$ cat src/rtl/accum_xcel_pkg.sv
// ---------------------------------------------------------------------------
// accum_xcel_pkg
// Shared constants and types for the accumulator accelerator memory adapter.
//   ADDR_NBITS    : default request address width
//   DATA_NBITS    : default load data width
//   DEFAULT_DEPTH : default response FIFO depth / outstanding-load limit
//   credit_t      : credit counter type sized for DEFAULT_DEPTH (0..depth)
//   credit_width  : counter width for an arbitrary depth
// ---------------------------------------------------------------------------
package accum_xcel_pkg;

    localparam int ADDR_NBITS    = 32;
    localparam int DATA_NBITS    = 32;
    localparam int DEFAULT_DEPTH = 4;

    // One extra bit so the counter can hold the value "depth" itself.
    localparam int CREDIT_NBITS  = $clog2(DEFAULT_DEPTH) + 1;

    typedef logic [CREDIT_NBITS-1:0] credit_t;

    function automatic int credit_width(input int depth);
        return $clog2(depth) + 1;
    endfunction

endpackage

$ cat src/rtl/accum_xcel_mem_adapter_if.sv
// ---------------------------------------------------------------------------
// accum_xcel_mem_adapter_if
// Bundles the four valid/ready channels around the memory adapter.
//   xreq_*    : accelerator load requests into the adapter
//   xresp_*   : buffered load data back to the accelerator
//   memreq_*  : requests forwarded to the memory port
//   memresp_* : memory responses (no back-pressure)
// Modports:
//   slave  : the adapter's view
//   master : the surrounding system's view (accelerator + memory)
// ---------------------------------------------------------------------------
interface accum_xcel_mem_adapter_if
    import accum_xcel_pkg::*;
#(
    parameter int p_addr_nbits = ADDR_NBITS,
    parameter int p_data_nbits = DATA_NBITS
);

    logic                    xreq_val;
    logic                    xreq_rdy;
    logic [p_addr_nbits-1:0] xreq_addr;

    logic                    xresp_val;
    logic                    xresp_rdy;
    logic [p_data_nbits-1:0] xresp_data;

    logic                    memreq_val;
    logic                    memreq_rdy;
    logic [p_addr_nbits-1:0] memreq_addr;

    logic                    memresp_val;
    logic [p_data_nbits-1:0] memresp_data;

    modport slave (
        input  xreq_val, xreq_addr, xresp_rdy, memreq_rdy, memresp_val, memresp_data,
        output xreq_rdy, xresp_val, xresp_data, memreq_val, memreq_addr
    );

    modport master (
        output xreq_val, xreq_addr, xresp_rdy, memreq_rdy, memresp_val, memresp_data,
        input  xreq_rdy, xresp_val, xresp_data, memreq_val, memreq_addr
    );

endinterface

$ cat src/rtl/accum_xcel_reg.sv
// ---------------------------------------------------------------------------
// accum_xcel_reg
// Plain D register with asynchronous active-low reset to a parameter value.
//   clk   : rising-edge clock
//   rst   : asynchronous reset, active low
//   i_d   : next value
//   o_q   : registered value
// ---------------------------------------------------------------------------
module accum_xcel_reg #(
    parameter int                 p_nbits     = 1,
    parameter logic [p_nbits-1:0] p_reset_val = '0
) (
    input  logic               clk,
    input  logic               rst,
    input  logic [p_nbits-1:0] i_d,
    output logic [p_nbits-1:0] o_q
);

    always_ff @(posedge clk or negedge rst) begin
        if (!rst) o_q <= p_reset_val;
        else      o_q <= i_d;
    end

endmodule

$ cat src/rtl/accum_xcel_resp_fifo.sv
// ---------------------------------------------------------------------------
// accum_xcel_resp_fifo
// Synchronous FIFO holding memory responses until the accelerator takes them.
//   clk         : rising-edge clock
//   rst         : asynchronous reset, active low
//   i_enq_val   : write i_enq_data at the tail (ignored when full)
//   i_enq_data  : data to enqueue
//   i_deq_rdy   : pop the head (ignored when empty)
//   o_deq_data  : current head entry
//   o_full      : all p_depth entries occupied
//   o_empty     : no entries
//   o_occupancy : number of entries, 0..p_depth
// ---------------------------------------------------------------------------
module accum_xcel_resp_fifo #(
    parameter int p_depth = 4,
    parameter int p_width = 32
) (
    input  logic                       clk,
    input  logic                       rst,
    input  logic                       i_enq_val,
    input  logic [p_width-1:0]         i_enq_data,
    input  logic                       i_deq_rdy,
    output logic [p_width-1:0]         o_deq_data,
    output logic                       o_full,
    output logic                       o_empty,
    output logic [$clog2(p_depth):0]   o_occupancy
);

    localparam int PW = $clog2(p_depth);
    localparam int OW = PW + 1;

    logic [p_width-1:0] r_mem [p_depth];
    logic [PW-1:0]      r_wr_ptr;
    logic [PW-1:0]      r_rd_ptr;
    logic [OW-1:0]      r_occ;
    logic               w_enq;
    logic               w_deq;

    assign o_full      = (r_occ == OW'(p_depth));
    assign o_empty     = (r_occ == '0);
    assign o_occupancy = r_occ;
    assign o_deq_data  = r_mem[r_rd_ptr];

    assign w_enq = i_enq_val & ~o_full;
    assign w_deq = i_deq_rdy & ~o_empty;

    // Storage needs no reset; empty/occupancy decide what is visible.
    always_ff @(posedge clk) begin
        if (w_enq) r_mem[r_wr_ptr] <= i_enq_data;
    end

    // Pointers wrap naturally because p_depth is a power of two; the
    // separate occupancy counter disambiguates full from empty.
    always_ff @(posedge clk or negedge rst) begin
        if (!rst) begin
            r_wr_ptr <= '0;
            r_rd_ptr <= '0;
            r_occ    <= '0;
        end else begin
            if (w_enq) r_wr_ptr <= r_wr_ptr + PW'(1);
            if (w_deq) r_rd_ptr <= r_rd_ptr + PW'(1);
            if (w_enq && !w_deq)      r_occ <= r_occ + OW'(1);
            else if (w_deq && !w_enq) r_occ <= r_occ - OW'(1);
        end
    end

endmodule

$ cat src/rtl/accum_xcel_mem_adapter.sv
// ---------------------------------------------------------------------------
// accum_xcel_mem_adapter
// Memory-side stage of the accumulator accelerator. Forwards load requests to
// memory, buffers responses in order, and limits outstanding loads with a
// credit counter so a response always has a FIFO slot waiting for it.
//   clk  : rising-edge clock
//   rst  : asynchronous reset, active low
//   bus  : request/response channels (slave view of the adapter interface)
//   busy : at least one load outstanding or buffered
//   err  : sticky flag for unexpected memory responses, cleared by reset
// ---------------------------------------------------------------------------
module accum_xcel_mem_adapter
    import accum_xcel_pkg::*;
#(
    parameter int p_depth      = DEFAULT_DEPTH,
    parameter int p_addr_nbits = ADDR_NBITS,
    parameter int p_data_nbits = DATA_NBITS
) (
    input  logic                     clk,
    input  logic                     rst,
    accum_xcel_mem_adapter_if.slave  bus,
    output logic                     busy,
    output logic                     err
);

    localparam int CW = credit_width(p_depth);
    localparam logic [CW-1:0] DEPTH_C = CW'(p_depth);

    logic [CW-1:0]           r_credit;
    logic [CW-1:0]           w_credit_next;
    logic [CW-1:0]           w_fifo_occ;
    logic [CW-1:0]           w_inflight;
    logic                    r_err;
    logic                    w_err_next;
    logic                    w_has_credit;
    logic                    w_req_fire;
    logic                    w_deq_fire;
    logic                    w_fifo_full;
    logic                    w_fifo_empty;
    logic                    w_resp_err;
    logic                    w_enq_val;
    logic [p_addr_nbits-1:0] w_addr;
    logic [p_data_nbits-1:0] w_head_data;

    // Credit is judged on the registered count only, so a dequeue frees a
    // slot for requests one cycle later and no rdy->val loop exists.
    assign w_has_credit = (r_credit < DEPTH_C);

    // Reset also gates the request handshake so nothing can fire while
    // the adapter is held in reset.
    assign bus.xreq_rdy   = rst & bus.memreq_rdy & w_has_credit;
    assign bus.memreq_val = rst & bus.xreq_val & w_has_credit;
    assign w_addr          = bus.xreq_addr;
    assign bus.memreq_addr = w_addr;

    assign w_req_fire = bus.xreq_val & bus.xreq_rdy;

    assign bus.xresp_val  = ~w_fifo_empty;
    assign bus.xresp_data = w_head_data;
    assign w_deq_fire     = bus.xresp_val & bus.xresp_rdy;

    // Loads still inside memory; a response with none in flight, or with
    // nowhere to go, is a protocol violation and is dropped.
    assign w_inflight = r_credit - w_fifo_occ;
    assign w_resp_err = bus.memresp_val & ((w_inflight == '0) | w_fifo_full);
    assign w_enq_val  = bus.memresp_val & ~w_resp_err;

    always_comb begin
        w_credit_next = r_credit;
        if (w_req_fire && !w_deq_fire)      w_credit_next = r_credit + CW'(1);
        else if (w_deq_fire && !w_req_fire) w_credit_next = r_credit - CW'(1);
    end

    assign w_err_next = r_err | w_resp_err;

    accum_xcel_reg #(.p_nbits(CW), .p_reset_val('0)) u_credit_reg (
        .clk (clk),
        .rst (rst),
        .i_d (w_credit_next),
        .o_q (r_credit)
    );

    accum_xcel_reg #(.p_nbits(1), .p_reset_val(1'b0)) u_err_reg (
        .clk (clk),
        .rst (rst),
        .i_d (w_err_next),
        .o_q (r_err)
    );

    accum_xcel_resp_fifo #(.p_depth(p_depth), .p_width(p_data_nbits)) u_resp_fifo (
        .clk         (clk),
        .rst         (rst),
        .i_enq_val   (w_enq_val),
        .i_enq_data  (bus.memresp_data),
        .i_deq_rdy   (bus.xresp_rdy),
        .o_deq_data  (w_head_data),
        .o_full      (w_fifo_full),
        .o_empty     (w_fifo_empty),
        .o_occupancy (w_fifo_occ)
    );

    assign busy = (r_credit != '0);
    assign err  = r_err;

endmodule

$ cat src/flat_wrapper.sv
// flat-port wrapper written by rule: the top's interface ports become plain ports
module accum_xcel_mem_adapter_flat import accum_xcel_pkg::*;
#(
    parameter int p_depth      = DEFAULT_DEPTH,
    parameter int p_addr_nbits = ADDR_NBITS,
    parameter int p_data_nbits = DATA_NBITS
)
  (clk, rst, busy, err, bus_xreq_val, bus_xreq_addr, bus_xresp_rdy, bus_memreq_rdy, bus_memresp_val, bus_memresp_data, bus_xreq_rdy, bus_xresp_val, bus_xresp_data, bus_memreq_val, bus_memreq_addr);
  accum_xcel_mem_adapter_if #(.p_addr_nbits(p_addr_nbits), .p_data_nbits(p_data_nbits)) bus_i ();
  input  logic clk;
  input  logic rst;
  output logic busy;
  output logic err;
  input wire logic [$bits(bus_i.xreq_val)-1:0] bus_xreq_val;
  input wire logic [$bits(bus_i.xreq_addr)-1:0] bus_xreq_addr;
  input wire logic [$bits(bus_i.xresp_rdy)-1:0] bus_xresp_rdy;
  input wire logic [$bits(bus_i.memreq_rdy)-1:0] bus_memreq_rdy;
  input wire logic [$bits(bus_i.memresp_val)-1:0] bus_memresp_val;
  input wire logic [$bits(bus_i.memresp_data)-1:0] bus_memresp_data;
  output wire logic [$bits(bus_i.xreq_rdy)-1:0] bus_xreq_rdy;
  output wire logic [$bits(bus_i.xresp_val)-1:0] bus_xresp_val;
  output wire logic [$bits(bus_i.xresp_data)-1:0] bus_xresp_data;
  output wire logic [$bits(bus_i.memreq_val)-1:0] bus_memreq_val;
  output wire logic [$bits(bus_i.memreq_addr)-1:0] bus_memreq_addr;
  assign bus_i.xreq_val = bus_xreq_val;
  assign bus_i.xreq_addr = bus_xreq_addr;
  assign bus_i.xresp_rdy = bus_xresp_rdy;
  assign bus_i.memreq_rdy = bus_memreq_rdy;
  assign bus_i.memresp_val = bus_memresp_val;
  assign bus_i.memresp_data = bus_memresp_data;
  assign bus_xreq_rdy = bus_i.xreq_rdy;
  assign bus_xresp_val = bus_i.xresp_val;
  assign bus_xresp_data = bus_i.xresp_data;
  assign bus_memreq_val = bus_i.memreq_val;
  assign bus_memreq_addr = bus_i.memreq_addr;
  accum_xcel_mem_adapter #(.p_depth(p_depth), .p_addr_nbits(p_addr_nbits), .p_data_nbits(p_data_nbits)) u_core (.clk(clk), .rst(rst), .bus(bus_i), .busy(busy), .err(err));
endmodule
$ cat config.mk
export PLATFORM = sky130hd
export DESIGN_NAME = accum_xcel_mem_adapter_flat
export DESIGN_NICKNAME = d
export VERILOG_FILES = /design/src/rtl/accum_xcel_pkg.sv /design/src/rtl/accum_xcel_mem_adapter_if.sv /design/src/rtl/accum_xcel_reg.sv /design/src/rtl/accum_xcel_resp_fifo.sv /design/src/rtl/accum_xcel_mem_adapter.sv /design/src/flat_wrapper.sv
export SDC_FILE = /design/constraint.sdc
export NUM_CORES = 1
export LEC_CHECK = 0
export BUFFER_PORTS_ARGS = -buffer_cell sky130_fd_sc_hd__buf_2
export CORE_UTILIZATION = 45
export CTS_BUF_LIST = sky130_fd_sc_hd__clkbuf_4 sky130_fd_sc_hd__clkbuf_8 sky130_fd_sc_hd__clkbuf_16
export CTS_CLUSTER_SIZE = 28
export DETAILED_ROUTE_END_ITERATION = 6
export GPL_TIMING_DRIVEN = 0
export PLACE_DENSITY = 0.69
export SLEW_MARGIN = 40
export SYNTH_ARGS = -nofsm -noshare
export SYNTH_HDL_FRONTEND = slang
export SYNTH_SLANG_ARGS = --single-unit
$ cat constraint.sdc
create_clock -name clk -period 4.4 [get_ports clk]
set_input_delay 0.44 -clock clk [delete_from_list [all_inputs] [get_ports clk]]
set_output_delay 0.44 -clock clk [all_outputs]
set_load 0.005 [all_outputs]
==> results of run 1 <==
==> cells in the mapped netlist <==
master	instances
nand4_1	1
xnor2_1	7
nand2_1	3
xor2_1	4
and3b_2	2
a31oi_4	1
a31oi_1	1
mux2_2	2
nor2_1	3
o31ai_1	1
nand3_1	1
mux2_4	1
mux4_2	32
buf_4	32
fa_1	2
nor2b_1	1
dfrtp_1	11
or3_2	1
inv_1	7
edfxtp_1	128
clkbuf_1	3
buf_2	5
and2_1	1
and2_2	4
ha_1	8
==> critical path: cells and delay by family (launching register included) <==
kind | cells | cell delay, ns
flip-flops | 1 | 0.32
multiplexers | 1 | 0.43
buffers and inverters | 3 | 0.96
==> registers in the layout, summed over array words and instances, names as in the netlist <==
signal	flops
u_core.u_credit_reg.o_q	3
u_core.u_err_reg.o_q	1
u_core.u_resp_fifo.r_wr_ptr	2
u_core.u_resp_fifo.r_mem	128
u_core.u_resp_fifo.r_rd_ptr	2
u_core.u_resp_fifo.o_occupancy	3
==> per-layer routing <==
metal / GRT usage / wire, um / share of wire
met5: 0 / 0 / 0
met4: 0.0807 / 183 / 0.020
met3: 0.0503 / 466 / 0.050
met2: 0.263 / 4640 / 0.50
met1: 0.194 / 3960 / 0.43
==> power by group <==
part	internal [W]	switching, W
Sequential	0.00182	0.000104
Clock	0.000911	0.000487
Combinational	0.000693	0.000696
Total	0.00343	0.00129
==> placed cells by master, fill, tap and decap left out, types with 3 or more instances in the layout <==
cell type and count:
edfxtp_1 128, buf_2 111, mux4_2 32, buf_4 32, clkbuf_16 17, dfrtp_1 11, ha_1 8, inv_1 7
xnor2_1 7, clkbuf_4 5, xor2_1 4, and2_4 4, clkbuf_1 3, nor2_1 3, nand2_1 3, clkinv_2 3
bufinv_16 3, clkinv_1 3
==> final cells by class <==
cell class              instances  area (sq um)
flip-flops and latches        139          4120
clock buffers                  22           463
well taps                     147           184
inverters                       7          26.3
fillers                       922          5140
repair buffers                107           541
plain buffers                  40           277
clock inverters                10           124
multi-input cells              76          1140
==> final timing paths <==
check	end	startpoint	cells after the start
max	bus_xresp_data[2]	u_core.u_resp_fifo.r_rd_ptr[1]$_DFFE_PN0P_	4
min	u_core.u_resp_fifo.r_mem[0][8]$_DFFE_PP_	bus_memresp_data[8]	1
max reg2reg	u_core.u_resp_fifo.o_occupancy[2]$_DFFE_PN0P_	u_core.u_resp_fifo.o_occupancy[1]$_DFFE_PN0P_	11
min reg2reg	u_core.u_err_reg.o_q$_DFF_PN0_	u_core.u_err_reg.o_q$_DFF_PN0_	2
max in group asynchronous	u_core.u_resp_fifo.r_rd_ptr[1]$_DFFE_PN0P_	rst	2
min in group asynchronous	u_core.u_credit_reg.o_q[1]$_DFFE_PN0P_	rst	2
==> through the flow <==
stage / total power, W / hold slack [ns] / util
final: 0.00471 / 0.238 / 0.572
after detailed placement: 0.00339 / 0.341 / 0.522
after global routing: 0.00499 / 0.221 / 0.572
after CTS: 0.00480 / 0.217 / 0.572
after floorplan: 0.00286 / 0.144 / -
after global placement: 0.00335 / 0.335 / 0.522
==> logic make-up (layout without fill, tap and decap cells) <==
| family | after synthesis | after routing | share of synthesized area |
|---|---|---|---|
| fa+ha+maj | 10 | 10 | 0.0252 |
| simple gates | 17 | 17 | 0.0187 |
| xor+xnor | 11 | 11 | 0.0173 |
| mux | 35 | 35 | 0.136 |
| buf+inv | 47 | 186 | 0.0545 |
| compound gates | 3 | 3 | 0.00631 |
| flops | 139 | 139 | 0.741 |
==> qor.csv, run 1 <==
stage;metric;value;unit
status;status;finished clean;
critical_path;crit-path most repeated cell;clkbuf_1;
clocking;postcts setup bufs;0;
floorplan;# IOs;139;
job;Max Cap Viol;0;
critical_path;max incr delay on CP;0.56;ns
placed_design;pre-CTS setup slack;1.92;ns
clocking;CTS tree;yes;
placed_design;GP Congestion;0.743;
logic_synthesis;Seq/Total Area, Yosys;0.741;
layout;P&R area growth vs syn;23.7;%
logic_synthesis;post-synthesis area per instance;21.2;sq um
logic_synthesis;top cell type's share of synthesized area;0.692;
routing;DRT Pass-1 Iters;4;
floorplan;core area;0.0120;sq mm
floorplan;Cell Rows;40;
layout;Final Cell Area;0.00687;sq mm
logic_synthesis;area leader, netlist;edfxtp_1;
timing;Setup TNS;0;ns
routing;DRC viols;0;
layout;Ant. Diodes;0;
clocking;post-CTS sizing;0;
grt;vias in the first global route;2855;
routing;Detailed Route WL;9.25;mm
logic_synthesis;Post-Syn Nets;342;
timing;period utilization;0.583;
placed_design;Cells after DPL;515;
timing;post-layout minimum cycle time;2.57;ns
routing;DR iter-0 viols;143;
critical_path;critical path type;reg -> out;
logic_synthesis;#FFs+latches synth;139;
logic_synthesis;Yosys cell types;25;
grt;GRT overflow;0;
grt;largest net degree at the start of global routing;33;
clocking;Sink Count;139;
timing;slew margin rel.;0.549;
routing;Vias/cell;4.98;
critical_path;reg2reg setup slack;1.91;ns
timing;Final Hold Viols;0;
critical_path;CP Max Fanout;10;
routing;Detail Route Antenna Nets;0;
clocking;Clk Tree Root Cell;clkbuf_16;
critical_path;critical path data arrival time;2.13;ns
floorplan;Die Wd;113;um
timing;RSZ-0062 raised after global routing;no;
placed_design;placed inst area;0.00627;sq mm
layout;Final nets;468;
hold_path;worst hold path class;in -> reg;
timing;Pins Over Slew Limit;0;
logic_synthesis;cell count after synthesis;262;
logic_synthesis;Synthesis Warnings;0;
clocking;H-Tree Level Count;4;
critical_path;critical path endpoint category;output port;
critical_path;CP startpoint kind;flip-flop;
timing;Max Freq;390;MHz
routing;DR vias;2729;
clocking;Hold Buf Count CTS;1;
floorplan;Initial Util;0.463;
layout;non-filler instance count after layout;548;
placed_design;IO Port Bufs;106;
clocking;worst skew pair latency;0.41;ns
power;Pleak;2.60;nW
logic_synthesis;dominant cells by area after synthesis;edfxtp_1, mux4_2, dfrtp_1;
clocking;clk slew on worst S/H paths;0.05;ns
layout;ratio of cells with drive above 1 in the final layout;0.536;
critical_path;cells along the critical path;clkbuf_1 -> clkbuf_1 -> mux4_2 -> buf_2;
floorplan;die span in y;113;um
timing;clock skew;0.00580;ns
routing;average routed wire per standard cell;16.9;um
power;Max VDD drop;0.000412;V
timing;Least-Margin Pin Slew;0.676;ns
clocking;CTS Buffer Depth;2;
timing;Worst Setup Slack, final;1.83;ns
clocking;CTS Buf Count;17;
placed_design;Detailed Place HPWL;5.80;mm
floorplan;die area;0.0128;sq mm
critical_path;Slowest-stage cell, CP;clkbuf_1;
logic_synthesis;Mapped Area;0.00556;sq mm
grt;initial antenna violation count;0;
timing;# setup viols final;0;
critical_path;Worst EP required;3.96;ns
power;pwr dens;686;mW/mm^2
grt;first-pass GRT wire length;14.6;mm
grt;gr usage total;0.161;
No activity file was read; power rests on OpenSTA's default activity.
==> run 2: changes to the inputs <==
Settings changed: PLACE_DENSITY 0.69 to 0.72.
Clock period 4.4 ns to 2.11 ns, I/O delays scaled along.
==> run 2 against run 1 <==
Net effect:
- final cell count grew 5.5%
- clock skew grew 0.0024 ns
- via count rose by 3.6%
- total power up 120%
- non-clock buffer count grew 26
- register-to-register slack lost 1.9 ns
- setup slack worse by 1.8 ns
- combinational power grew to 2.6 times the previous value
- clock power grew 96%
- sequential power rose by 110%
- largest power group unchanged
==> qor.csv, run 2 (synthesis gave the netlist of run 1 again) <==
stage;metric;value;unit;change
critical_path;cells along the critical path;ha_4 -> nor2b_4 -> xnor2_2 -> a31oi_4 -> ha_4 -> inv_2 -> fa_2 -> mux2_4;;was clkbuf_1 -> clkbuf_1 -> mux4_2 -> buf_2
floorplan;die span in y;113;um;unchanged
timing;final hold slack;0.0188;ns;was 0.238 ns
placed_design;Cells after DPL;515;;unchanged
job;Max Cap Viol;0;;unchanged
critical_path;reg2reg start;u_core.u_resp_fifo.o_occupancy[0]$_DFFE_PN0P_;;was u_core.u_resp_fifo.o_occupancy[1]$_DFFE_PN0P_
timing;Max Freq;483;MHz;
clocking;worst skew pair latency;0.41;ns;about the same
floorplan;Die Wd;113;um;unchanged
grt;initial antenna violation count;0;;unchanged
timing;Least-Margin Pin Slew;0.309;ns;was 0.676 ns
critical_path;critical path endpoint category;flip-flop;;was output port
grt;gr usage total;0.163;;was 0.161
grt;M1 GR Usage;0.186;;was 0.194
hold_path;worst hold path class;in -> reg;;unchanged
timing;# setup viols final;0;;unchanged
layout;non-filler instance count after layout;578;;was 548
placed_design;IO Port Bufs;106;;unchanged
power;Max VDD drop;0.000924;V;was 0.000412 V
grt;largest net degree at the start of global routing;33;;unchanged
floorplan;Initial Util;0.463;;unchanged
grt;M2 GR Usage;0.278;;was 0.263
critical_path;max incr delay on CP;0.43;ns;was 0.56 ns
routing;DR iter-0 viols;184;;was 143
critical_path;CP Max Fanout;3;;was 10
routing;average routed wire per standard cell;17.5;um;was 16.9 um
routing;DR vias;2826;;was 2,729
status;status;finished clean;;unchanged
timing;Setup TNS;0;ns;unchanged
layout;Top reg by flops;u_core.u_resp_fifo.r_mem;;unchanged
grt;global-route met3 utilization;0.0589;;was 0.0503
timing;period utilization;0.981;;
grt;vias in the first global route;2914;;was 2,855
timing;post-layout minimum cycle time;2.07;ns;
layout;# fillers;892;;was 922
layout;register area;0.00412;sq mm;about the same
timing;clock skew;0.00824;ns;was 0.00580 ns
clocking;CTS Buffer Depth;2;;unchanged
critical_path;crit path launch;u_core.u_resp_fifo.o_occupancy[0]$_DFFE_PN0P_;;was u_core.u_resp_fifo.r_rd_ptr[1]$_DFFE_PN0P_
layout;multi-input logic area;0.00125;sq mm;was 0.00114 sq mm
critical_path;critical path type;reg -> reg;;was reg -> out
floorplan;Cell Rows;40;;unchanged
timing;slew margin rel.;0.793;;was 0.549
routing;DRT Pass-1 Iters;4;;unchanged
critical_path;crit-path most repeated cell;ha_4;;was clkbuf_1
critical_path;r2r endpoint;u_core.u_resp_fifo.o_occupancy[1]$_DFFE_PN0P_;;was u_core.u_resp_fifo.o_occupancy[2]$_DFFE_PN0P_
grt;gr busiest metal;met2;;unchanged
timing;Final Hold Viols;0;;unchanged
routing;Detail Route Antenna Nets;0;;unchanged
critical_path;Worst Reg2Reg Path Length in Cells;8;;was 11
critical_path;Slowest-stage cell, CP;dfrtp_2;;was clkbuf_1
placed_design;GP Congestion;0.721;;was 0.743
routing;DRC viols;0;;unchanged
layout;ratio of cells with drive above 1 in the final layout;0.571;;was 0.536
clocking;Sink Count;139;;unchanged
routing;Vias/cell;4.89;;was 4.98
critical_path;reg2reg setup slack;0.04;ns;was 1.91 ns
timing;RSZ-0062 raised after global routing;yes;;was no
placed_design;Detailed Place HPWL;5.78;mm;was 5.80 mm
power;sequential power share;0.391;;was 0.408
critical_path;CP startpoint kind;flip-flop;;unchanged
power;pwr dens;1420;mW/mm^2;was 686 mW/mm^2
clocking;CTS tree;yes;;unchanged
clocking;CTS Buf Count;17;;unchanged
clocking;clk slew on worst S/H paths;0.05;ns;about the same
clocking;H-Tree Level Count;4;;unchanged
power;Pleak;2.75;nW;was 2.60 nW
layout;P&R area growth vs syn;30.7;%;was 23.7%
floorplan;core area;0.0120;sq mm;unchanged
layout;Ant. Diodes;0;;unchanged
floorplan;# IOs;139;;unchanged
critical_path;critical path data arrival time;2.37;ns;was 2.13 ns
critical_path;Setup crit end;u_core.u_resp_fifo.o_occupancy[1]$_DFFE_PN0P_;;was bus_xresp_data[2]
power;Clk network pwr share;0.266;;was 0.297
routing;Detailed Route WL;10.1;mm;was 9.25 mm
layout;most frequent cells in the layout;edfxtp_1, buf_2, buf_4;;was edfxtp_1, buf_2, mux4_2, buf_4, clkbuf_16
power;Internal;0.00742;W;was 0.00343 W
timing;Pins Over Slew Limit;0;;unchanged
power;Sw Share;0.282;;was 0.273
layout;max reg flops;128;;unchanged
layout;Final nets;498;;was 468
critical_path;Worst EP required;2.41;ns;was 3.96 ns
clocking;Clk Tree Root Cell;clkbuf_16;;unchanged
grt;GRT overflow;0;;unchanged
layout;commonest non-fill, non-tap cell in the layout;edfxtp_1;;unchanged
floorplan;die area;0.0128;sq mm;unchanged
grt;first-pass GRT wire length;15.0;mm;was 14.6 mm
power;Comb pwr share;0.343;;was 0.295
power;switching power;0.00291;W;was 0.00129 W
## run 2: cell count changes in the layout (fill, tap and decap cells not counted), moves of 4 or more
| cell | delta |
|---|---|
| and2_4 | +4 |
| dlygate4sd3_1 | +16 |
| buf_4 | +12 |
| buf_2 | -6 |
## run 2: final cells by class
class	count	share of cell area
Multi-Input combinational cell	80	0.172
Clock inverter	14	0.0179
Tap cell	147	0.0253
Buffer	39	0.0434
Inverter	7	0.00362
Clock buffer	18	0.0596
Timing Repair Buffer	134	0.110
Sequential cell	139	0.568
## run 2: critical path: cells and delay by family (launching register included)
family | cells | cell delay [ns]
adders and majority gates | 3 | 0.76
buffers and inverters | 1 | 0.05
AOI/OAI and AO/OA | 1 | 0.14
muxes | 1 | 0.27
DFF | 1 | 0.43
xor gates and xnor gates | 1 | 0.19
and+or+nand+nor | 1 | 0.12
## run 2: how the worst min path moves through the flow
stage / startpoint / to / slack (ns) / depth (start not counted)
final: bus_memresp_data[5] / u_core.u_resp_fifo.r_mem[2][5]$_DFFE_PP_ / 0.02 / 1
after floorplan: rst / u_core.u_credit_reg.o_q[0]$_DFFE_PN0P_ / -0.08 / 0
after global placement: rst / u_core.u_resp_fifo.o_occupancy[0]$_DFFE_PN0P_ / 0.10 / 1
after CTS: bus_memresp_data[23] / u_core.u_resp_fifo.r_mem[2][23]$_DFFE_PP_ / 0.0004 / 1
after detailed placement: rst / u_core.u_resp_fifo.o_occupancy[0]$_DFFE_PN0P_ / 0.11 / 1
after global routing: bus_memresp_data[5] / u_core.u_resp_fifo.r_mem[2][5]$_DFFE_PP_ / 0.003 / 1
## run 2: stage by stage
stage	power (W)	util	setup slack [ns]	area (sq um)
6_report	0.0103	0.604	0.0392	7260
3_5_place_dp	0.00717	0.526	-0.176	6310
4_1_cts	0.0102	0.596	-0.0302	7160
5_1_grt	0.0109	0.604	-0.0518	7260
2_1_floorplan	0.00608	-	-0.00856	5590
3_3_place_gp	0.00707	0.525	-0.318	6310
## run 2: power groups by stage
stage,Combinational [W],Sequential (W),Clock (W)
final,0.00355,0.00404,0.00275
after floorplan,0.00207,0.00400,0
after global routing,0.00386,0.00410,0.00293
after global placement,0.00303,0.00404,0
after detailed placement,0.00310,0.00408,0
after CTS,0.00339,0.00402,0.00282
## run 2: per-layer routing
| layer | share of wire | routed length (um) | vias up |
|---|---|---|---|
| li1 | - | - | 1319 |
| met1 | 0.43 | 4320 | 1412 |
| met2 | 0.51 | 5170 | 84 |
| met3 | 0.050 | 510 | 11 |
| met4 | 0.011 | 116 | 0 |
| met5 | 0 | 0 | - |
## run 2: timing repair
| item | in CTS | in global routing |
|---|---|---|
| gates cloned | 0 | 4 |
| hold buffers | 17 | 0 |
| setup buffers | 6 | 5 |
| pin swaps | 9 | 5 |
| resized for setup | 18 | 13 |
| endpoints found under the setup margin | 160 | 147 |
| hold endpoints to repair | 75 | 0 |
